**config.mk**
```make
export PLATFORM = sky130hd
export DESIGN_NAME = csa_resolver_flat
export DESIGN_NICKNAME = d
export VERILOG_FILES = /design/src/rtl/csa_pkg.sv /design/src/rtl/csa_resolver_if.sv /design/src/rtl/chunk_adder.sv /design/src/rtl/csa_resolver.sv /design/src/flat_wrapper.sv
export SDC_FILE = /design/constraint.sdc
export NUM_CORES = 1
export LEC_CHECK = 0
export CORE_MARGIN = 3
export CORE_UTILIZATION = 45
export CTS_CLUSTER_DIAMETER = 30
export CTS_CLUSTER_SIZE = 16
export DETAILED_ROUTE_END_ITERATION = 8
export GPL_ROUTABILITY_DRIVEN = 0
export GPL_TIMING_DRIVEN = 0
export HOLD_SLACK_MARGIN = 0.06
export PLACE_DENSITY = 0.73
export SYNTH_ARGS = -nofsm -noshare
export SYNTH_HDL_FRONTEND = slang
export SYNTH_SLANG_ARGS = --single-unit
```
**constraint.sdc**
```tcl
create_clock -name clk -period 3.56 [get_ports clk]
set_clock_uncertainty 0.1 [all_clocks]
set_input_delay 1.068 -clock clk [delete_from_list [all_inputs] [get_ports clk]]
set_output_delay 1.068 -clock clk [all_outputs]
set_load 0.02 [all_outputs]
```
**src/rtl/csa_pkg.sv**
```systemverilog
// Shared types and helpers for the carry-save resolver datapath.
// Holds the FSM state encoding and the chunk-count calculation.
package csa_pkg;

    typedef enum logic [1:0] {
        IDLE = 2'd0,
        BUSY = 2'd1,
        DONE = 2'd2
    } resolver_state_t;

    function automatic int num_chunks(input int width, input int chunk);
        return (width + chunk - 1) / chunk;
    endfunction

endpackage

```
**src/rtl/csa_resolver_if.sv**
```systemverilog
// Operand/result handshake bundle for csa_resolver: valid/ready in, valid/ready out.
// Latency: n/a. Backpressure: out_ready stalls the producer side via in_ready.
interface csa_resolver_if #(
    parameter int WIDTH = 11
);
    logic             in_valid;
    logic             in_ready;
    logic [WIDTH-1:0] sum_in;
    logic [WIDTH-1:0] carry_in;
    logic             out_valid;
    logic             out_ready;
    logic [WIDTH-1:0] result;
    logic             busy;

    modport master (
        output in_valid, sum_in, carry_in, out_ready,
        input  in_ready, out_valid, result, busy
    );

    modport slave (
        input  in_valid, sum_in, carry_in, out_ready,
        output in_ready, out_valid, result, busy
    );
endinterface

```
**src/rtl/chunk_adder.sv**
```systemverilog
// Purpose: one CHUNK-wide slice of the carry-propagate adder (a + b + cin).
// Latency: combinational. Backpressure: none.
module chunk_adder #(
    parameter int W = 4
) (
    input  logic [W-1:0] i_a,
    input  logic [W-1:0] i_b,
    input  logic         i_cin,
    output logic [W-1:0] o_sum,
    output logic         o_cout
);
    assign {o_cout, o_sum} = {1'b0, i_a} + {1'b0, i_b} + {{W{1'b0}}, i_cin};
endmodule

```
**src/rtl/csa_resolver.sv**
```systemverilog
// Purpose: resolve a carry-save (sum, carry) pair to binary, CHUNK bits per cycle.
// Latency: NUM_CHUNKS edges from accept to out_valid. Backpressure: holds DONE until out_ready.
module csa_resolver
    import csa_pkg::*;
#(
    parameter int WIDTH = 11,
    parameter int CHUNK = 4
) (
    input  logic          clk,
    input  logic          rst_n,
    csa_resolver_if.slave bus
);
    localparam int NC = num_chunks(WIDTH, CHUNK);
    localparam int PW = NC * CHUNK;
    localparam int CW = $clog2(NC) + 1;
    localparam logic [CW-1:0] LAST_K = CW'(NC - 1);

    generate
        if (CHUNK < 1 || CHUNK > WIDTH) begin : g_bad_chunk
            $error("csa_resolver: CHUNK must lie in 1..WIDTH");
        end
    endgenerate

    resolver_state_t r_state, w_next_state;
    logic [PW-1:0]    r_a, r_b, r_acc;
    logic             r_carry;
    logic [CW-1:0]    r_k;
    logic [WIDTH-1:0] r_result;

    logic [PW-1:0]    w_a_pad, w_b_pad, w_acc_next;
    logic [CHUNK-1:0] w_a_chk, w_b_chk, w_sum;
    logic             w_cout, w_in_ready, w_out_valid, w_busy, w_last;

    // B is carry shifted up one place; its top bit falls off under modulo arithmetic.
    always_comb begin
        w_a_pad              = '0;
        w_a_pad[WIDTH-1:0]   = bus.sum_in;
        w_b_pad              = '0;
        w_b_pad[WIDTH-1:1]   = bus.carry_in[WIDTH-2:0];
    end

    always_comb begin
        w_a_chk = '0;
        w_b_chk = '0;
        for (int i = 0; i < NC; i++) begin
            if (r_k == CW'(i)) begin
                w_a_chk = r_a[i*CHUNK +: CHUNK];
                w_b_chk = r_b[i*CHUNK +: CHUNK];
            end
        end
    end

    chunk_adder #(.W(CHUNK)) u_chunk_adder (
        .i_a    (w_a_chk),
        .i_b    (w_b_chk),
        .i_cin  (r_carry),
        .o_sum  (w_sum),
        .o_cout (w_cout)
    );

    always_comb begin
        w_acc_next = r_acc;
        for (int i = 0; i < NC; i++) begin
            if (r_k == CW'(i)) begin
                w_acc_next[i*CHUNK +: CHUNK] = w_sum;
            end
        end
    end

    assign w_last = (r_k == LAST_K);

    always_comb begin
        w_next_state = r_state;
        w_in_ready   = 1'b0;
        w_out_valid  = 1'b0;
        w_busy       = 1'b0;
        case (r_state)
            IDLE: begin
                w_in_ready = 1'b1;
                if (bus.in_valid) w_next_state = BUSY;
            end
            BUSY: begin
                w_busy = 1'b1;
                if (w_last) w_next_state = DONE;
            end
            DONE: begin
                w_out_valid = 1'b1;
                if (bus.out_ready) w_next_state = IDLE;
            end
            default: w_next_state = IDLE;
        endcase
    end

    always_ff @(posedge clk or negedge rst_n) begin
        if (!rst_n) r_state <= IDLE;
        else        r_state <= w_next_state;
    end

    // The visible result only moves when the last chunk lands, never mid-operation.
    always_ff @(posedge clk or negedge rst_n) begin
        if (!rst_n) begin
            r_a      <= '0;
            r_b      <= '0;
            r_acc    <= '0;
            r_carry  <= 1'b0;
            r_k      <= '0;
            r_result <= '0;
        end else if (r_state == IDLE && bus.in_valid) begin
            r_a     <= w_a_pad;
            r_b     <= w_b_pad;
            r_acc   <= '0;
            r_carry <= 1'b0;
            r_k     <= '0;
        end else if (r_state == BUSY) begin
            r_acc   <= w_acc_next;
            r_carry <= w_cout;
            r_k     <= r_k + CW'(1);
            if (w_last) r_result <= w_acc_next[WIDTH-1:0];
        end
    end

    assign bus.in_ready  = w_in_ready;
    assign bus.out_valid = w_out_valid;
    assign bus.busy      = w_busy;
    assign bus.result    = r_result;

endmodule

```
**src/flat_wrapper.sv**
```systemverilog
// flat-port wrapper written by rule: the top's interface ports become plain ports
module csa_resolver_flat import csa_pkg::*;
#(
    parameter int WIDTH = 11,
    parameter int CHUNK = 4
)
  (clk, rst_n, bus_in_valid, bus_sum_in, bus_carry_in, bus_out_ready, bus_in_ready, bus_out_valid, bus_result, bus_busy);
  csa_resolver_if #(.WIDTH(WIDTH)) bus_i ();
  input  logic clk;
  input  logic rst_n;
  input wire logic [$bits(bus_i.in_valid)-1:0] bus_in_valid;
  input wire logic [$bits(bus_i.sum_in)-1:0] bus_sum_in;
  input wire logic [$bits(bus_i.carry_in)-1:0] bus_carry_in;
  input wire logic [$bits(bus_i.out_ready)-1:0] bus_out_ready;
  output wire logic [$bits(bus_i.in_ready)-1:0] bus_in_ready;
  output wire logic [$bits(bus_i.out_valid)-1:0] bus_out_valid;
  output wire logic [$bits(bus_i.result)-1:0] bus_result;
  output wire logic [$bits(bus_i.busy)-1:0] bus_busy;
  assign bus_i.in_valid = bus_in_valid;
  assign bus_i.sum_in = bus_sum_in;
  assign bus_i.carry_in = bus_carry_in;
  assign bus_i.out_ready = bus_out_ready;
  assign bus_in_ready = bus_i.in_ready;
  assign bus_out_valid = bus_i.out_valid;
  assign bus_result = bus_i.result;
  assign bus_busy = bus_i.busy;
  csa_resolver #(.WIDTH(WIDTH), .CHUNK(CHUNK)) u_core (.clk(clk), .rst_n(rst_n), .bus(bus_i));
endmodule
```
## After elaboration in Yosys (flattened, before gate mapping)

Index checks and enable logic that the tools add are counted.

- $add $sub $neg: 3
- Equal/unequal tests: 7
- Mux-type cells: 22
- Bitwise gates (word level): 1
- Reductions and logical operators: 6

Operators with widths:

| kind | count |
|---|---|
| 4-bit two-way mux | 8 |
| 11-bit two-way mux | 2 |
| 3-bit two-way mux | 3 |
| 2-bit two-way mux | 3 |
| 2-bit one-hot mux with 3 select lines | 1 |
| 3-bit AND reduction | 2 |
| 4-bit by 4-bit adder with 5-bit output | 1 |
| 5-bit by 1-bit adder with 5-bit output | 1 |
| 1-bit two-way mux | 5 |
| 2-bit != test (second input constant) | 2 |
| 3-bit by 1-bit adder with 3-bit output (second input constant) | 1 |
| 3-bit by 1-bit == test with 1-bit output (second input constant) | 1 |
| 3-bit by 2-bit == test with 1-bit output (second input constant) | 1 |
| 3-bit zero test | 1 |
| 2-bit by 1-bit == test with 1-bit output (second input constant) | 1 |
| 2-bit == test (second input constant) | 1 |
| 2-bit zero test | 1 |
| 2-bit by 1-bit != test with 1-bit output (second input constant) | 1 |
| 2-bit nonzero test | 1 |
| 1-bit logical AND | 1 |
| 1-bit NOT | 1 |

- Flip-flop bits (word level): 49
- Input bits: 26
- Output and inout bits: 14

## Depth between registers and ports, before layout

Gate-level depths: netlist of the first run.

- Depth after elaboration: 9
- Gate-level depth with buffers: 14
- Depth with buffers taken out: 13

## By module

From an unflattened synthesis of the first run, not the netlist that was laid out.

- Cells, all modules: 207
- Area, all modules: 2341.0 um^2

By module, submodules not included:

| module | instances | cells an instance | area each (um^2) | seq. area each (um^2) |
|---|---|---|---|---|
| csa_resolver | 1 | 191 | 2197.1 | 1151.1 |
| chunk_adder | 1 | 16 | 143.9 | 0.0 |

## Worst setup path before layout of the first run

No wires, ideal clock.

- Path kind: flip-flop to flip-flop
- Start: register u_core.r_k[0]
- End: register u_core.r_acc[7]
- Setup time: 0.121 ns
- Arrival: 2.599 ns
- Data required time: 3.339 ns
- Setup slack: 0.740 ns
- Cell stages (with the launch flop): 11
- Buffers on the path: 1
- Period minus slack after synthesis: 2.820 ns
- Path through: dfrtp_1 -> ha_1 -> nor2b_1 -> clkbuf_1 -> a221oi_1 -> nor2_1 -> ha_1 -> and3b_1 -> or3_4 -> and2_4 -> a22o_1

- Cells in the longest elaborated chain, start to end: 9
- Elaborated cells on any way between the ends: 14

RTL lines:

| item | RTL line | text |
|---|---|---|
| from (decl) | csa_resolver.sv:27 | `logic [CW-1:0] r_k;` |
| from (signal assigned) | csa_resolver.sv:117 | `r_k <= r_k + CW'(1);` |
| 3-bit zero test | csa_resolver.sv:46 | `if (r_k == CW'(i)) begin` |
| 4-bit two-way mux (3 in a row) | csa_resolver.sv:46 |  |
| 4-bit by 4-bit adder with 5-bit output | chunk_adder.sv:12 | `assign {o_cout, o_sum} = {1'b0, i_a} + {1'b0, i_b} + {{W{1'b0}}, i_cin};` |
| 5-bit by 1-bit adder with 5-bit output | chunk_adder.sv:12 |  |
| 4-bit two-way mux * | csa_resolver.sv:64 | `if (r_k == CW'(i)) begin` |
| 11-bit two-way mux * | csa_resolver.sv:114 | `end else if (r_state == BUSY) begin` |
| 11-bit two-way mux * | csa_resolver.sv:108 | `end else if (r_state == IDLE && bus.in_valid) begin` |
| to (signal assigned) | csa_resolver.sv:115 | `r_acc <= w_acc_next;` |
| to (decl) | csa_resolver.sv:25 | `logic [PW-1:0] r_a, r_b, r_acc;` |

Mark *: on every way between the ends. The rest lies on a longest branch, timed or not. The select of a mux whose other input is x is not followed.
A chain may end at the register's enable or synchronous reset.

## Worst setup path in the final report of the first run

- Start: register u_core.r_k[0]
- End: register u_core.r_result[6] (netlist: u_core.bus.result[6])

- Cells in the longest elaborated chain, start to end: 7
- Elaborated cells on any way between the ends: 13

RTL lines:

| item | RTL line | text |
|---|---|---|
| 3-bit zero test | csa_resolver.sv:46 |  |
| 4-bit two-way mux (3 in a row) | csa_resolver.sv:46 |  |
| 4-bit by 4-bit adder with 5-bit output | chunk_adder.sv:12 |  |
| 5-bit by 1-bit adder with 5-bit output | chunk_adder.sv:12 |  |
| 4-bit two-way mux | csa_resolver.sv:64 |  |
| to (signal assigned) | csa_resolver.sv:118 | `if (w_last) r_result <= w_acc_next[WIDTH-1:0];` |
| to (decl) | csa_resolver.sv:28 | `logic [WIDTH-1:0] r_result;` |

Parallel ways exist; a longest one is shown, timed or not.

==> results.json, run 1 <==
{
  "status": "complete, no violations",
  "first_pass_iters": 4,
  "synth_ff_type": "dfrtp_1",
  "layout_common_cells": "84 x nand2_1, 46 x dfrtp_1, 37 x clkdlybuf4s50_1",
  "fin_setup_tns_ns": 0,
  "relSlewSlack_pct": 62.79,
  "fin_util_pct": 60.79,
  "dp_hpwl_um": 3342,
  "layout_commonest_cell": "nand2_1",
  "yosys_warnings": 0,
  "cts-root-buf": "clkbuf_8",
  "p_leak_nw": 1.328,
  "post_cts_buffers": 0,
  "yosysTopAreaCell": "dfrtp_1",
  "cts_buffers": 5,
  "total_switching_power_w": 0.001112,
  "multi_input_area_um2": 970.9,
  "internal_power_w": 0.001483,
  "synthToLayoutAreaGrowth_pct": 25.74,
  "p_comb_share_pct": 54.5,
  "fin_total_pwr_w": 0.002595,
  "grt_max_degree": 25,
  "fin_crit_sh_pct": 88.01,
  "startpoint_type": "register",
  "layout-drive-gt1-share_pct": 6.873,
  "ant_nets": 0,
  "fillers": 409,
  "port_buffers": 38,
  "wl_per_cell_um": 12.20,
  "clk_path_buf_depth": 2,
  "yosys_register_bits": 46,
  "wirelength_um": 4342,
  "path_clk_slew_ns": 0.08,
  "dieArea_mm2": 0.005745,
  "hold_path.class": "register to register",
  "drc_errors": 0,
  "insertion_delay_ns": 0.29,
  "synth-edff-count": 0,
  "maxSlewViolCount": 0,
  "drt_iter0_markers": 73,
  "synth_cell_types": 29,
  "grt_pass1_wl_um": 7210,
  "clock_sinks": 46,
  "maxCapViolations": 0,
  "worst_pin_slew_ns": 0.5581,
  "period_minus_slack_ns": 3.133,
  "fin_hold_ws_ns": 0.3803,
  "tritoncts": "done",
  "cp.required_ns": 3.64,
  "nNetsFinal": 326,
  "synth.top_cell.area_share_pct": 52.51,
  "track_usage_pct": 16.85,
  "post-place-ws_ns": 0.4358,
  "rsz0062_at_grt": "no",
  "synth_area_mm2": 0.002192,
  "clockPowerShare_pct": 11.7,
  "path_max_fanout": 10,
  "cp-end-kind": "register",
  "seqPwrFrac_pct": 33.7,
  "critPathKind": "register to register",
  "synthCells": 245,
  "rows": 24,
  "grt_pass1_vias": 1635,
  "p_per_area_mw_per_mm2": 941.5,
  "die_w_um": 75.80,
  "htree_num_levels": 2,
  "fmax_mhz": 319.2,
  "async_flop_share_pct": 100.0,
  "setup_ws_ns": 0.4270,
  "swShare_pct": 42.86,
  "crit_arrival_ns": 3.21,
  "die_h_um": 75.80,
  "yosys-top-cells-area": "dfrtp_1 53%, nand2_1 14%, ha_1 4.0%",
  "peakVddDrop_v": 0.0003602,
  "synthesis.nets": 280,
  "setup_viol": 0,
  "seqCellArea_mm2": 0.001151,
  "core_area_mm2": 0.004534,
  "viasPerCell": 4.823,
  "pin_count": 40,
  "antenna_found_initial": 0,
  "avgSynthCellArea_um2": 8.947,
  "initial_core_util_pct": 48.34,
  "hold_violations": 0,
  "grt_overflow": 0,
  "diodes": 0,
  "ctsResizeCount": 0,
  "ctsHoldBuffers": 0,
  "num_vias": 1717,
  "ys_seq_area_share_pct": 52.51
}
-- per-stage QoR --
stage,area [um^2],instances
3_3_place_gp,2654,348
2_1_floorplan,2192,245
4_1_cts,2756,356
3_5_place_dp,2676,349
5_1_grt,2756,356
6_report,2756,356
-- layout make-up --
| type | instances | share of cell area, % |
|---|---|---|
| Clock inverter | 1 | 0.2724 |
| Sequential cell | 46 | 41.76 |
| Clock buffer | 6 | 2.633 |
| Tap cell | 65 | 2.951 |
| Inverter | 6 | 0.8171 |
| Buffer | 11 | 1.725 |
| Multi-Input combinational cell | 182 | 35.22 |
| Timing Repair Buffer | 39 | 14.62 |
-- power by group through the flow --
stage	Sequential, W	Clock (W)	Combinational, W
floorplan	0.000919	0	0.000955
global placement	0.000880	0	0.00139
detailed placement	0.000889	0	0.00142
CTS	0.000878	0.000310	0.00143
global route	0.000902	0.000330	0.00162
finish	0.000876	0.000304	0.00142
-- sequential cells by signal, indices dropped and copies added (netlist names) --
signal             count
u_core.r_a            11
u_core.r_k             3
u_core.r_state         2
u_core.r_acc           8
u_core.r_carry         1
u_core.bus.result     11
u_core.r_b            10
-- logic make-up (layout without fill, tap and decap cells) --
logic type                 after synthesis  count (layout)  synth area share (%)
buffers and inverters                   17              63                 3.196
xor gates and xnor gates                 3               3                 1.199
AOI/OAI and AO/OA                       45              45                 13.47
DFF                                     46              46                 52.51
and+or+nand+nor                        125             125                 23.80
adders and majority gates                9               9                 5.822
-- layer usage --
layer / vias to the layer above / routed length (um) / GRT usage [%]
met4: 0 / 37 / 4.660
met3: 4 / 220 / 3.562
met2: 44 / 2073 / 28.71
met1: 775 / 2011 / 21.63
met5: - / 0 / 0
li1: 894 / - / -
-- Yosys cell counts (3+ instances only) --
master / instances
nor2b_1: 3
o31ai_1: 3
nor2_1: 22
dfrtp_1: 46
inv_1: 6
a21oi_1: 9
a221oi_1: 4
nand3_1: 4
o21ai_0: 13
a22o_1: 6
nand2_1: 84
buf_2: 5
clkbuf_1: 6
ha_1: 7
nand2b_1: 6
-- worst paths after layout --
kind,startpoint,to,slack [ns],cells past startpoint
min in group asynchronous,rst_n,u_core.r_k[0],0.65,1
min reg2reg,u_core.bus.result[2],u_core.bus.result[2],0.38,2
max reg2reg,u_core.r_k[0],u_core.bus.result[6],0.43,12
max,u_core.r_k[0],u_core.bus.result[6],0.43,12
max in group asynchronous,rst_n,u_core.r_b[10],2.21,2
min,u_core.bus.result[2],u_core.bus.result[2],0.38,2
-- worst max-delay path, cell delays in order (launching register included) --
cell and delay, ns:
dfrtp_1 0.43, ha_1 0.28, nor2b_1 0.15, clkbuf_1 0.24
a221o_1 0.40, o21ai_0 0.13, fa_1 0.24, inv_1 0.05
fa_1 0.43, xnor2_1 0.29, nor2_1 0.07, a21oi_1 0.12
o21ai_0 0.08
No activity file was read; power rests on OpenSTA's default activity.
==> run 2, diff against run 1 <==
CAP_MARGIN = 10   (was unset)
CORE_UTILIZATION = 52   (was 45)
PLACE_DENSITY = 0.82   (was 0.73)
==> run 2 against run 1 <==
Against the previous run:
- sequential power increased by 0.8%
- global-route usage increased by 2.1 points
- clock power increased by 6.6%
- sequential share of layout area increased by 0.27 points
- hold slack got worse by 0.0054 ns
- sequential cell count unchanged
- cell count decreased by 4.5%
- first-iteration DRC count increased to 2.7 times the previous value
- total power increased by 1.1%
- die area decreased by 12%
- non-clock buffer count unchanged
- critical path type unchanged
==> results.json, run 2 (synthesis gave the netlist of run 1 again) <==
{
  "placed_area_mm2": 0.002648,
  "grt_overflow": 0,
  "nNetsFinal": 326,
  "diodes": 0,
  "maxCapViolations": 0,
  "cp.required_ns": 3.66,
  "post_cts_buffers": 0,
  "startpoint_type": "register",
  "path_clk_slew_ns": 0.08,
  "grt_pass1_vias": 1666,
  "fin_hold_ws_ns": 0.3749,
  "grt_max_degree": 37,
  "critPathKind": "register to register",
  "clock_sinks": 46,
  "dieArea_mm2": 0.005030,
  "pin_count": 40,
  "cp-end-kind": "register",
  "p_leak_nw": 1.336,
  "path_max_fanout": 10,
  "hold_violations": 0,
  "period_minus_slack_ns": 3.149,
  "wl_per_cell_um": 13.05,
  "fin_util_pct": 71.07,
  "antenna_found_initial": 0,
  "synthToLayoutAreaGrowth_pct": 24.94,
  "rsz0062_at_grt": "no",
  "core_area_mm2": 0.003854,
  "fillers": 323,
  "initial_core_util_pct": 56.88,
  "status": "complete, no violations",
  "dp_hpwl_um": 3336,
  "die_w_um": 70.93,
  "fmax_mhz": 317.5,
  "worst_pin_slew_ns": 0.4525,
  "wirelength_um": 4436,
  "rows": 22,
  "fin_total_pwr_w": 0.002623,
  "layout_commonest_cell": "nand2_1",
  "drt_iter0_markers": 194,
  "first_pass_iters": 4,
  "fin_crit_sh_pct": 88.46,
  "viasPerCell": 5.335,
  "port_buffers": 38,
  "layout_common_cells": "84 x nand2_1, 46 x dfrtp_1, 37 x clkdlybuf4s50_1",
  "grt_pass1_wl_um": 7527,
  "peakVddDrop_v": 0.0005213,
  "relSlewSlack_pct": 69.83,
  "ctsResizeCount": 0,
  "clk_path_buf_depth": 2,
  "track_usage_pct": 18.94,
  "setup_viol": 0,
  "die_h_um": 70.93,
  "num_vias": 1814,
  "fin_setup_tns_ns": 0,
  "tritoncts": "done",
  "insertion_delay_ns": 0.30,
  "layout-drive-gt1-share_pct": 7.192,
  "fin_area_mm2": 0.002739,
  "maxSlewViolCount": 0,
  "cts_buffers": 5,
  "htree_num_levels": 2,
  "hold_path.class": "register to register",
  "ctsHoldBuffers": 0,
  "ant_nets": 0,
  "crit_arrival_ns": 3.24,
  "cts-root-buf": "clkbuf_8",
  "p_per_area_mw_per_mm2": 957.8,
  "drc_errors": 0
}
==> run 2: critical path, cell delays in order (launching register included) <==
cell      delay [ns]
dfrtp_1         0.45
ha_1            0.29
nor2b_1         0.15
clkbuf_1        0.23
a221oi_1        0.37
nor2_1          0.09
ha_1            0.37
and3b_1         0.22
or3_4           0.37
and2_4          0.17
a22o_1          0.22
==> run 2: worst paths after layout <==
check	from	endpoint	slack (ns)	cells after the start
worst max-delay path	u_core.r_k[0]	u_core.r_acc[7]	0.41	10
worst min-delay path	u_core.bus.result[9]	u_core.bus.result[9]	0.37	2
worst max register to register	u_core.r_k[0]	u_core.r_acc[7]	0.41	10
worst min register to register	u_core.bus.result[9]	u_core.bus.result[9]	0.37	2
max in group asynchronous	rst_n	u_core.r_b[3]	2.37	2
min in group asynchronous	rst_n	u_core.r_state[1]	0.52	1
==> run 2: area by class of cell <==
cell class / count / area, um^2 / share of cell area, %
multi-input combinational: 182 / 970.9 / 35.45
inverter: 6 / 22.52 / 0.8223
clock inverter: 1 / 5.005 / 0.1827
clock buffer: 7 / 86.33 / 3.152
tap: 48 / 60.06 / 2.193
timing repair buffer: 39 / 395.4 / 14.44
buffer: 11 / 47.55 / 1.736
sequential: 46 / 1151 / 42.03
==> run 2: where the power goes <==
group,switching [W],leakage [nW],total [W],internal (W)
Combinational,0.000817,0.703,0.00142,0.000599
Sequential,0.000135,0.585,0.000883,0.000747
Clock,0.000168,0.0482,0.000324,0.000157
Total,0.00112,1.34,0.00262,0.00150
==> run 2: layer usage <==
metal	vias up	share of wire, %	track usage [%]
li1	896	-	-
met1	859	43	23.91
met2	55	50	31.72
met3	4	6.2	5.540
met4	0	1.1	5.428
met5	-	0	0
==> run 2: per-stage QoR <==
step / setup slack (ns) / std cells
2_1_floorplan: 0.7402 / 245
3_3_place_gp: 0.1053 / 331
3_5_place_dp: 0.4550 / 332
4_1_cts: 0.4103 / 340
5_1_grt: 0.1911 / 340
6_report: 0.4107 / 340
